**src/rtl/pico_alu_if.sv**
```systemverilog
// Operand/result bundle between the register file read ports, the ALU and the writeback mux.
// The ALU takes the slave side; whoever drives operands takes the master side.
interface pico_alu_if #(
  parameter int N = 8
);
  logic [N-1:0] a;
  logic [N-1:0] b;
  logic [2:0]   func;
  logic [N-1:0] result;
  logic         ZF;
  logic         CF;
  logic         ZF_q;
  logic         CF_q;

  modport master (
    output a, b, func,
    input  result, ZF, CF, ZF_q, CF_q
  );

  modport slave (
    input  a, b, func,
    output result, ZF, CF, ZF_q, CF_q
  );
endinterface

```
**src/rtl/pico_alu.sv**
```systemverilog
// N-bit unsigned pico-MIPS ALU: zero-latency result/ZF/CF.
// ZF_q and CF_q keep the previous cycle's flags for branches that issue later.
module pico_alu #(
  parameter int N = 8
) (
  input logic       clk,
  input logic       rst,
  pico_alu_if.slave bus
);
  localparam logic [2:0] RA   = 3'd0;
  localparam logic [2:0] RB   = 3'd1;
  localparam logic [2:0] RADD = 3'd2;
  localparam logic [2:0] RSUB = 3'd3;
  localparam logic [2:0] RAND = 3'd4;
  localparam logic [2:0] ROR  = 3'd5;
  localparam logic [2:0] RXOR = 3'd6;
  localparam logic [2:0] RMUL = 3'd7;

  // Returns {CF, result}. The sum and difference are formed one bit wider so
  // the top bit is the carry or borrow; the product is kept at full width so
  // any nonzero bit above N-1 signals overflow.
  function automatic logic [N:0] alu_op(input logic [N-1:0] a,
                                        input logic [N-1:0] b,
                                        input logic [2:0]   func);
    logic [N:0]     sum;
    logic [N:0]     diff;
    logic [2*N-1:0] prod;
    logic [N:0]     res;
    sum  = {1'b0, a} + {1'b0, b};
    diff = {1'b0, a} - {1'b0, b};
    prod = {{N{1'b0}}, a} * {{N{1'b0}}, b};
    res  = '0;
    case (func)
      RA:   res = {1'b0, a};
      RB:   res = {1'b0, b};
      RADD: res = sum;
      RSUB: res = diff;
      RAND: res = {1'b0, a & b};
      ROR:  res = {1'b0, a | b};
      RXOR: res = {1'b0, a ^ b};
      RMUL: res = {|prod[2*N-1:N], prod[N-1:0]};
    endcase
    return res;
  endfunction

  logic [N-1:0] result;
  logic         cf;
  logic         zf;
  logic         zf_q;
  logic         cf_q;

  always_comb begin
    {cf, result} = alu_op(bus.a, bus.b, bus.func);
    zf           = (result == '0);
  end

  assign bus.result = result;
  assign bus.ZF     = zf;
  assign bus.CF     = cf;

  // Registered flag stage
  always_ff @(posedge clk) begin
    if (rst) begin
      zf_q <= 1'b0;
      cf_q <= 1'b0;
    end else begin
      zf_q <= zf;
      cf_q <= cf;
    end
  end

  assign bus.ZF_q = zf_q;
  assign bus.CF_q = cf_q;
endmodule

```
**src/flat_wrapper.sv**
```systemverilog
// flat-port wrapper written by rule: the top's interface ports become plain ports
module pico_alu_flat 
#(
  parameter int N = 8
)
  (clk, rst, bus_a, bus_b, bus_func, bus_result, bus_ZF, bus_CF, bus_ZF_q, bus_CF_q);
  pico_alu_if #(.N(N)) bus_i ();
  input logic clk;
  input logic rst;
  input wire logic [$bits(bus_i.a)-1:0] bus_a;
  input wire logic [$bits(bus_i.b)-1:0] bus_b;
  input wire logic [$bits(bus_i.func)-1:0] bus_func;
  output wire logic [$bits(bus_i.result)-1:0] bus_result;
  output wire logic [$bits(bus_i.ZF)-1:0] bus_ZF;
  output wire logic [$bits(bus_i.CF)-1:0] bus_CF;
  output wire logic [$bits(bus_i.ZF_q)-1:0] bus_ZF_q;
  output wire logic [$bits(bus_i.CF_q)-1:0] bus_CF_q;
  assign bus_i.a = bus_a;
  assign bus_i.b = bus_b;
  assign bus_i.func = bus_func;
  assign bus_result = bus_i.result;
  assign bus_ZF = bus_i.ZF;
  assign bus_CF = bus_i.CF;
  assign bus_ZF_q = bus_i.ZF_q;
  assign bus_CF_q = bus_i.CF_q;
  pico_alu #(.N(N)) u_core (.clk(clk), .rst(rst), .bus(bus_i));
endmodule
```
**config.mk**
```make
export PLATFORM = sky130hd
export DESIGN_NAME = pico_alu_flat
export DESIGN_NICKNAME = d
export VERILOG_FILES = /design/src/rtl/pico_alu_if.sv /design/src/rtl/pico_alu.sv /design/src/flat_wrapper.sv
export SDC_FILE = /design/constraint.sdc
export NUM_CORES = 1
export LEC_CHECK = 0
export CORE_MARGIN = 1
export CORE_UTILIZATION = 44
export CTS_BUF_LIST = sky130_fd_sc_hd__clkbuf_4
export CTS_CLUSTER_DIAMETER = 60
export DETAILED_ROUTE_END_ITERATION = 8
export PLACE_DENSITY = 0.72
export SLEW_MARGIN = 20
export SYNTH_ARGS = -nofsm -noshare
export SYNTH_HDL_FRONTEND = slang
export SYNTH_SLANG_ARGS = --single-unit
```
**constraint.sdc**
```tcl
create_clock -name clk -period 8.06 [get_ports clk]
set_input_delay 1.209 -clock clk [delete_from_list [all_inputs] [get_ports clk]]
set_output_delay 1.209 -clock clk [all_outputs]
set_load 0.01 [all_outputs]
```
==> results of run 1 <==
## metal layers
layer	vias up	GRT usage	share of wire
met5	-	0	0
met4	0	0.0397	0.017
met3	15	0.0343	0.058
met2	119	0.406	0.47
met1	1622	0.329	0.45
li1	1630	-	-
## cell type report
cell class              instances  area [um2]  share of cell area
well taps                     102         128              0.0320
clock buffers                   3        22.5             0.00566
inverters                      88         335              0.0842
repair buffers                 38         368              0.0924
flip-flops and latches          2        40.0              0.0101
multi-input cells             362        3090               0.776
## power by group through the flow
| stage | Combinational [mW] | Sequential (mW) | Clock, mW |
|---|---|---|---|
| after floorplan | 0.437 | 0.0110 | 0 |
| after global placement | 0.564 | 0.0107 | 0 |
| after detailed placement | 0.578 | 0.0107 | 0 |
| after CTS | 0.582 | 0.0106 | 0.0233 |
| after global routing | 0.674 | 0.0106 | 0.0246 |
| final | 0.596 | 0.0106 | 0.0223 |
## worst max-delay path by stage
| stage | from | endpoint | slack, ns | cells after the start |
|---|---|---|---|---|
| floorplan | bus_b[4] | bus_CF | 1.50 | 15 |
| global placement | bus_b[3] | bus_CF | 0.34 | 18 |
| detailed placement | bus_a[2] | bus_CF | 0.27 | 16 |
| CTS | bus_b[2] | bus_CF | 0.24 | 16 |
| global route | bus_b[3] | bus_CF | -0.01 | 18 |
| finish | bus_b[3] | bus_CF | 0.29 | 18 |
## sequential cells by signal, summed over array words and instances (netlist names)
register / count
u_core.bus.CF_q: 1
u_core.bus.ZF_q: 1
## cells by family (layout without fill, tap and decap cells)
kind of cell	Yosys count	after routing	synth area share
adder cells (fa/ha/maj)	98	98	0.428
AND/OR/NAND/NOR	155	155	0.206
AO/OA/AOI/OAI	85	85	0.165
multiplexers	12	12	0.0462
flip-flops	2	2	0.0114
buffers and inverters	102	129	0.114
XOR/XNOR	12	12	0.0299
## cells in the final DEF, fill, tap and decap left out, types with 5 or more instances in the layout
cell / n
mux2i_1: 8
buf_4: 6
nand4_1: 5
a211oi_1: 9
a21oi_1: 15
nand2_1: 45
xnor2_1: 9
nor3_1: 7
o21ai_0: 16
nor2_1: 51
nor2b_1: 6
fa_1: 37
inv_1: 84
clkdlybuf4s50_1: 31
ha_1: 61
and3_1: 5
a21o_1: 5
nand3_1: 10
## stage by stage
stage               cells  setup WS, ns  TNS, ns  utilization
floorplan             466          1.50        0            -
global placement      592         0.337        0        0.510
detailed placement    592         0.273        0        0.510
CTS                   595         0.245        0        0.513
global route          595       -0.0131  -0.0131        0.515
finish                595         0.293        0        0.515
==> metrics.md, run 1 <==
| Metric | Value |
|---|---|
| # diodes | 0 |
| Highest fanout seen on the critical path | 8 |
| Fill cells | 769 |
| Status | finished clean |
| Synthesized flop and latch total | 2 |
| Placer Congestion | 0.891 |
| Post-DP HPWL | 7.98 mm |
| Net Switching | 350 uW |
| Hold path depth | 2 |
| P_leak | 1.98 nW |
| Vias in the first global route | 3340 |
| Number of clock sinks | 2 |
| Post-synth EDFFs | 0 |
| Vias/cell | 5.69 |
| Critical Path AT | 6.56 ns |
| TritonCTS clock tree | yes |
| Critical Path End Type | primary output |
| Pwr Density | 158 mW/mm2 |
| Largest net degree at the start of global routing | 24 |
| MaxCap Viol Count | 0 |
| Required time worst endpoint | 6.85 ns |
| DRC | 0 |
| Syn Nets | 585 |
| Crit-path cells | clkdlybuf4s50_1 -> inv_1 -> nor2_1 -> fa_1 -> fa_1 -> ha_1 -> inv_1 -> fa_1 -> inv_1 -> ha_1 -> a211oi_1 -> o21ai_1 -> and2_1 -> nor4_1 -> a311oi_1 -> nor4_2 -> a21oi_1 -> clkdlybuf4s50_1 |
| Leading cell type by number of instances after synthesis | inv_1 |
| Core Box Area | 0.00773 mm2 |
| Clock-pin slew on the worst setup and hold paths | 0.03 ns |
| Setup Buffers After CTS | 0 |
| Least-Margin Pin Slew | 0.884 ns |
| Synth Flop Type | dfxtp_1 |
| Global-route wire length before repair | 16.3 mm |
| Starting Density | 0.455 |
| Root Driver | clkbuf_4 |
| Final Cell Area | 0.00398 mm2 |
| Slew Limit Fails | 0 |
| Async SR Flop Fraction | 0 |
| Area leader, netlist | ha_1 |
| Highest-delay cell along the critical path | clkdlybuf4s50_1 |
| Layout area overhead | 13.2% |
| Slew headroom | 0.409 |
| Antenna Nets Post-Route | 0 |
| Peak supply drop | 0.157 mV |
| Internal | 279 uW |
| Delay-heaviest family, CP | adder cells |
| Initial antenna violation count | 0 |
| DP Area | 0.00394 mm2 |
| Buffer depth of the longest clock path | 2 |
| Gr usage total | 0.240 |
| # nets final | 614 |
| Sequential share of power | 0.017 |
| Initial DRT Pass Iterations | 4 |
| Combinational power share | 0.948 |
| Minimum clock period | 7.77 ns |
| Number of distinct library cells after synthesis | 59 |
| Grt ovf | 0 |
| Total wire length | 9.50 mm |
| Synth top area share | 0.217 |
| Hold slack | 1.61 ns |
| Die Y | 91.4 um |
| Initial DRC Count | 227 |
| Total Power | 629 uW |
| IO Count | 33 |
| Routed wire per std cell | 16.0 um |
| Clock Power Share | 0.035 |
| Share of cells above drive strength 1 | 0.0446 |
| Num CTS Buffers | 3 |
| Hold Crit Class | in2reg |
| Post-synth top cells | inv_1, ha_1, nor2_1, nand2_1, fa_1 |
| Mapped Area | 0.00352 mm2 |
| CTS resizes | 0 |
| Hold Buf Count CTS | 0 |
| Post-synthesis sequential area ratio | 0.0114 |
| Crit Path Category | in2out |
| Crit path launch type | input port |
| Top post-synthesis cells by area | ha_1, fa_1, inv_1, nor2_1, nand2_1 |
| H-tree Lvls | 1 |
| Synth Instances | 466 |
| Die area | 0.00835 mm2 |
| Hold path endpoint | u_core.bus.CF_q |
| Final worst path period share | 0.964 |
| Yosys Warn Count | 0 |
| Slowest Stage Delay on Critical Path | 0.58 ns |
| Die X | 91.4 um |
| Hold Vio Cnt, Final | 0 |
| Mean Syn Cell Area | 7.55 um2 |
| I/O Buffers | 32 |
| Final setup violation count | 0 |
| Fmax achieved | 129 MHz |
| Buf+Inv Stages, Crit Path | 5 |
| Total number of vias | 3386 |
| Rows | 32 |
| HP Start | rst |
| Switching Fraction | 0.557 |
Power figures use the tool's default switching activity.
==> run 2, diff against run 1 <==
--- a/config.mk
+++ b/config.mk
@@ -6,11 +6,11 @@
 export NUM_CORES = 1
 export LEC_CHECK = 0
 export CORE_MARGIN = 1
-export CORE_UTILIZATION = 44
+export CORE_UTILIZATION = 55
 export CTS_BUF_LIST = sky130_fd_sc_hd__clkbuf_4
 export CTS_CLUSTER_DIAMETER = 60
 export DETAILED_ROUTE_END_ITERATION = 8
-export PLACE_DENSITY = 0.72
+export PLACE_DENSITY = 0.85
 export SLEW_MARGIN = 20
 export SYNTH_ARGS = -nofsm -noshare
 export SYNTH_HDL_FRONTEND = slang
==> metrics.md, run 2 (synthesis gave the netlist of run 1 again) <==
| Metric | Value |
|---|---|
| Status | finished clean (unchanged) |
| Vias in the first global route | 3587 (was 3340) |
| DP Area | 0.00389 mm2 (was 0.00394 mm2) |
| Critical Path Start | bus_b[3] (unchanged) |
| Combinational power share | 0.949 (was 0.948) |
| Minimum clock period | 7.96 ns (was 7.77 ns) |
| Root Driver | clkbuf_4 (unchanged) |
| Required time worst endpoint | 6.85 ns (about the same) |
| Hold Vio Cnt, Final | 0 (unchanged) |
| Slowest Stage Delay on Critical Path | 0.69 ns (was 0.58 ns) |
| I/O Buffers | 32 (unchanged) |
| Core Box Area | 0.00606 mm2 (was 0.00773 mm2) |
| Net Switching | 361 uW (was 350 uW) |
| Total number of vias | 3574 (was 3386) |
| HP Start | rst (unchanged) |
| CP most frequent cell | inv_1 |
| MaxCap Viol Count | 0 (unchanged) |
| Initial DRC Count | 312 (was 227) |
| Least-Margin Pin Slew | 0.857 ns (was 0.884 ns) |
| Switching Fraction | 0.563 (was 0.557) |
| Antenna Nets Post-Route | 0 (unchanged) |
| Die Y | 82.0 um (was 91.4 um) |
| Peak supply drop | 0.243 mV (was 0.157 mV) |
| Routed wire per std cell | 17.4 um (was 16.0 um) |
| Layout area overhead | 12.0% (was 13.2%) |
| Num CTS Buffers | 3 (unchanged) |
| Hold Crit Class | in2reg (unchanged) |
| Largest net degree at the start of global routing | 24 (unchanged) |
| P_leak | 1.99 nW (was 1.98 nW) |
| Starting Density | 0.580 (was 0.455) |
| Hold Buf Count CTS | 0 (unchanged) |
| Number of clock sinks | 2 (unchanged) |
| Initial DRT Pass Iterations | 5 (was 4) |
| Hold path depth | 2 (unchanged) |
| Final worst path period share | 0.988 (was 0.964) |
| Grt ovf | 0 (unchanged) |
| Buffer depth of the longest clock path | 2 (unchanged) |
| Commonest non-fill, non-tap cells in the layout | inv_1, ha_1, nor2_1 (unchanged) |
| Commonest non-fill, non-tap cell in the layout | inv_1 (unchanged) |
| Die X | 82.0 um (was 91.4 um) |
| Fmax achieved | 126 MHz (was 129 MHz) |
| Global-route wire length before repair | 16.5 mm (was 16.3 mm) |
| # diodes | 0 (unchanged) |
| IO Count | 33 (unchanged) |
| Pwr Density | 163 mW/mm2 (was 158 mW/mm2) |
| # nets final | 612 (was 614) |
| Internal | 280 uW (was 279 uW) |
| Clock Power Share | 0.035 (about the same) |
| Total wire length | 9.83 mm (was 9.50 mm) |
| DRC | 0 (unchanged) |
| H-tree Lvls | 1 (unchanged) |
| Rows | 28 (was 32) |
| Critical Path End Type | primary output (unchanged) |
| Vias/cell | 6.31 (was 5.69) |
| Final Cell Area | 0.00394 mm2 (was 0.00398 mm2) |
| Share of cells above drive strength 1 | 0.0407 (was 0.0446) |
| Crit-path cells | clkdlybuf4s50_1 -> ha_1 -> inv_1 -> fa_1 -> inv_1 -> ha_1 -> inv_1 -> fa_1 -> fa_1 -> inv_1 -> ha_1 -> a21o_1 -> a221oi_1 -> o211ai_1 -> a21oi_1 -> o2111ai_1 -> nor4_2 -> a21oi_1 -> clkdlybuf4s50_1 (was clkdlybuf4s50_1 -> inv_1 -> nor2_1 -> fa_1 -> fa_1 -> ha_1 -> inv_1 -> fa_1 -> inv_1 -> ha_1 -> a211oi_1 -> o21ai_1 -> and2_1 -> nor4_1 -> a311oi_1 -> nor4_2 -> a21oi_1 -> clkdlybuf4s50_1) |
| Initial antenna violation count | 0 (unchanged) |
| Crit Path Category | in2out (unchanged) |
| Highest-delay cell along the critical path | clkdlybuf4s50_1 (unchanged) |
| Clock-pin slew on the worst setup and hold paths | 0.03 ns (about the same) |
| Highest fanout seen on the critical path | 8 (unchanged) |
| Slew headroom | 0.427 (was 0.409) |
| Die area | 0.00672 mm2 (was 0.00835 mm2) |
| Final setup violation count | 0 (unchanged) |
| Sequential share of power | 0.017 (about the same) |
| Placer Congestion | 0.912 (was 0.891) |
| Critical Path AT | 6.75 ns (was 6.56 ns) |
| TritonCTS clock tree | yes (unchanged) |
| Setup TNS | 0 ns (unchanged) |
| Slew Limit Fails | 0 (unchanged) |
| Crit path launch type | input port (unchanged) |
| Post-DP HPWL | 7.98 mm (about the same) |
| Gr usage total | 0.317 (was 0.240) |
| RSZ-0062 raised after global routing | false |
## run 2: cell count changes in the layout (fill, tap and decap cells not counted)
cell	previous run	this run
clkdlybuf4s50_1	31	29
dlymetal6s2s_1	1	3
buf_4	6	4
## run 2: layout make-up
type	count	area, um2
Multi-Input combinational cell	362	3090
Fill cell	526	2120
Timing Repair Buffer	36	358
Inverter	88	335
Tap cell	75	93.8
Sequential cell	2	40.0
Clock buffer	3	22.5
## run 2: path summary, 6_finish.rpt
path | to | slack (ns)
setup / recovery | bus_CF | 0.1
hold / removal | u_core.bus.CF_q | 1.62
## run 2: worst max-delay path, delay by kind of cell
family / cells / cell delay (ns)
adder cells (fa/ha/maj): 6 / 2.44
buffers and inverters: 6 / 1.40
AO/OA/AOI/OAI: 6 / 1.37
AND/OR/NAND/NOR: 1 / 0.33
## run 2: routing by layer
layer / vias to the layer above / global-route usage / wire (um)
li1: 1625 / - / -
met1: 1692 / 0.381 / 3930
met2: 204 / 0.555 / 4750
met3: 53 / 0.0544 / 743
met4: 0 / 0.128 / 405
met5: - / 0 / 0
## run 2: power groups by stage
stage	combinational, mW	clock [mW]	sequential [mW]
2_1_floorplan	0.437	0	0.0110
3_3_place_gp	0.555	0	0.0107
3_5_place_dp	0.581	0	0.0107
4_1_cts	0.585	0.0230	0.0107
5_1_grt	0.677	0.0241	0.0107
6_report	0.608	0.0222	0.0107
## run 2: stage by stage
stage	util	power (mW)	setup WS, ns	hold WS, ns	std cells
global route	0.650	0.712	0.00106	1.64	566
detailed placement	0.643	0.592	0.223	1.85	563
floorplan	-	0.448	1.50	1.28	466
finish	0.650	0.641	0.100	1.62	566
global placement	0.643	0.566	0.288	1.85	563
CTS	0.646	0.619	0.194	1.62	566
## run 2: what timing repair did
action / in CTS / in global routing
resized for setup: 0 / 5
setup endpoints to repair: 0 / 2
setup buffers: 0 / 0
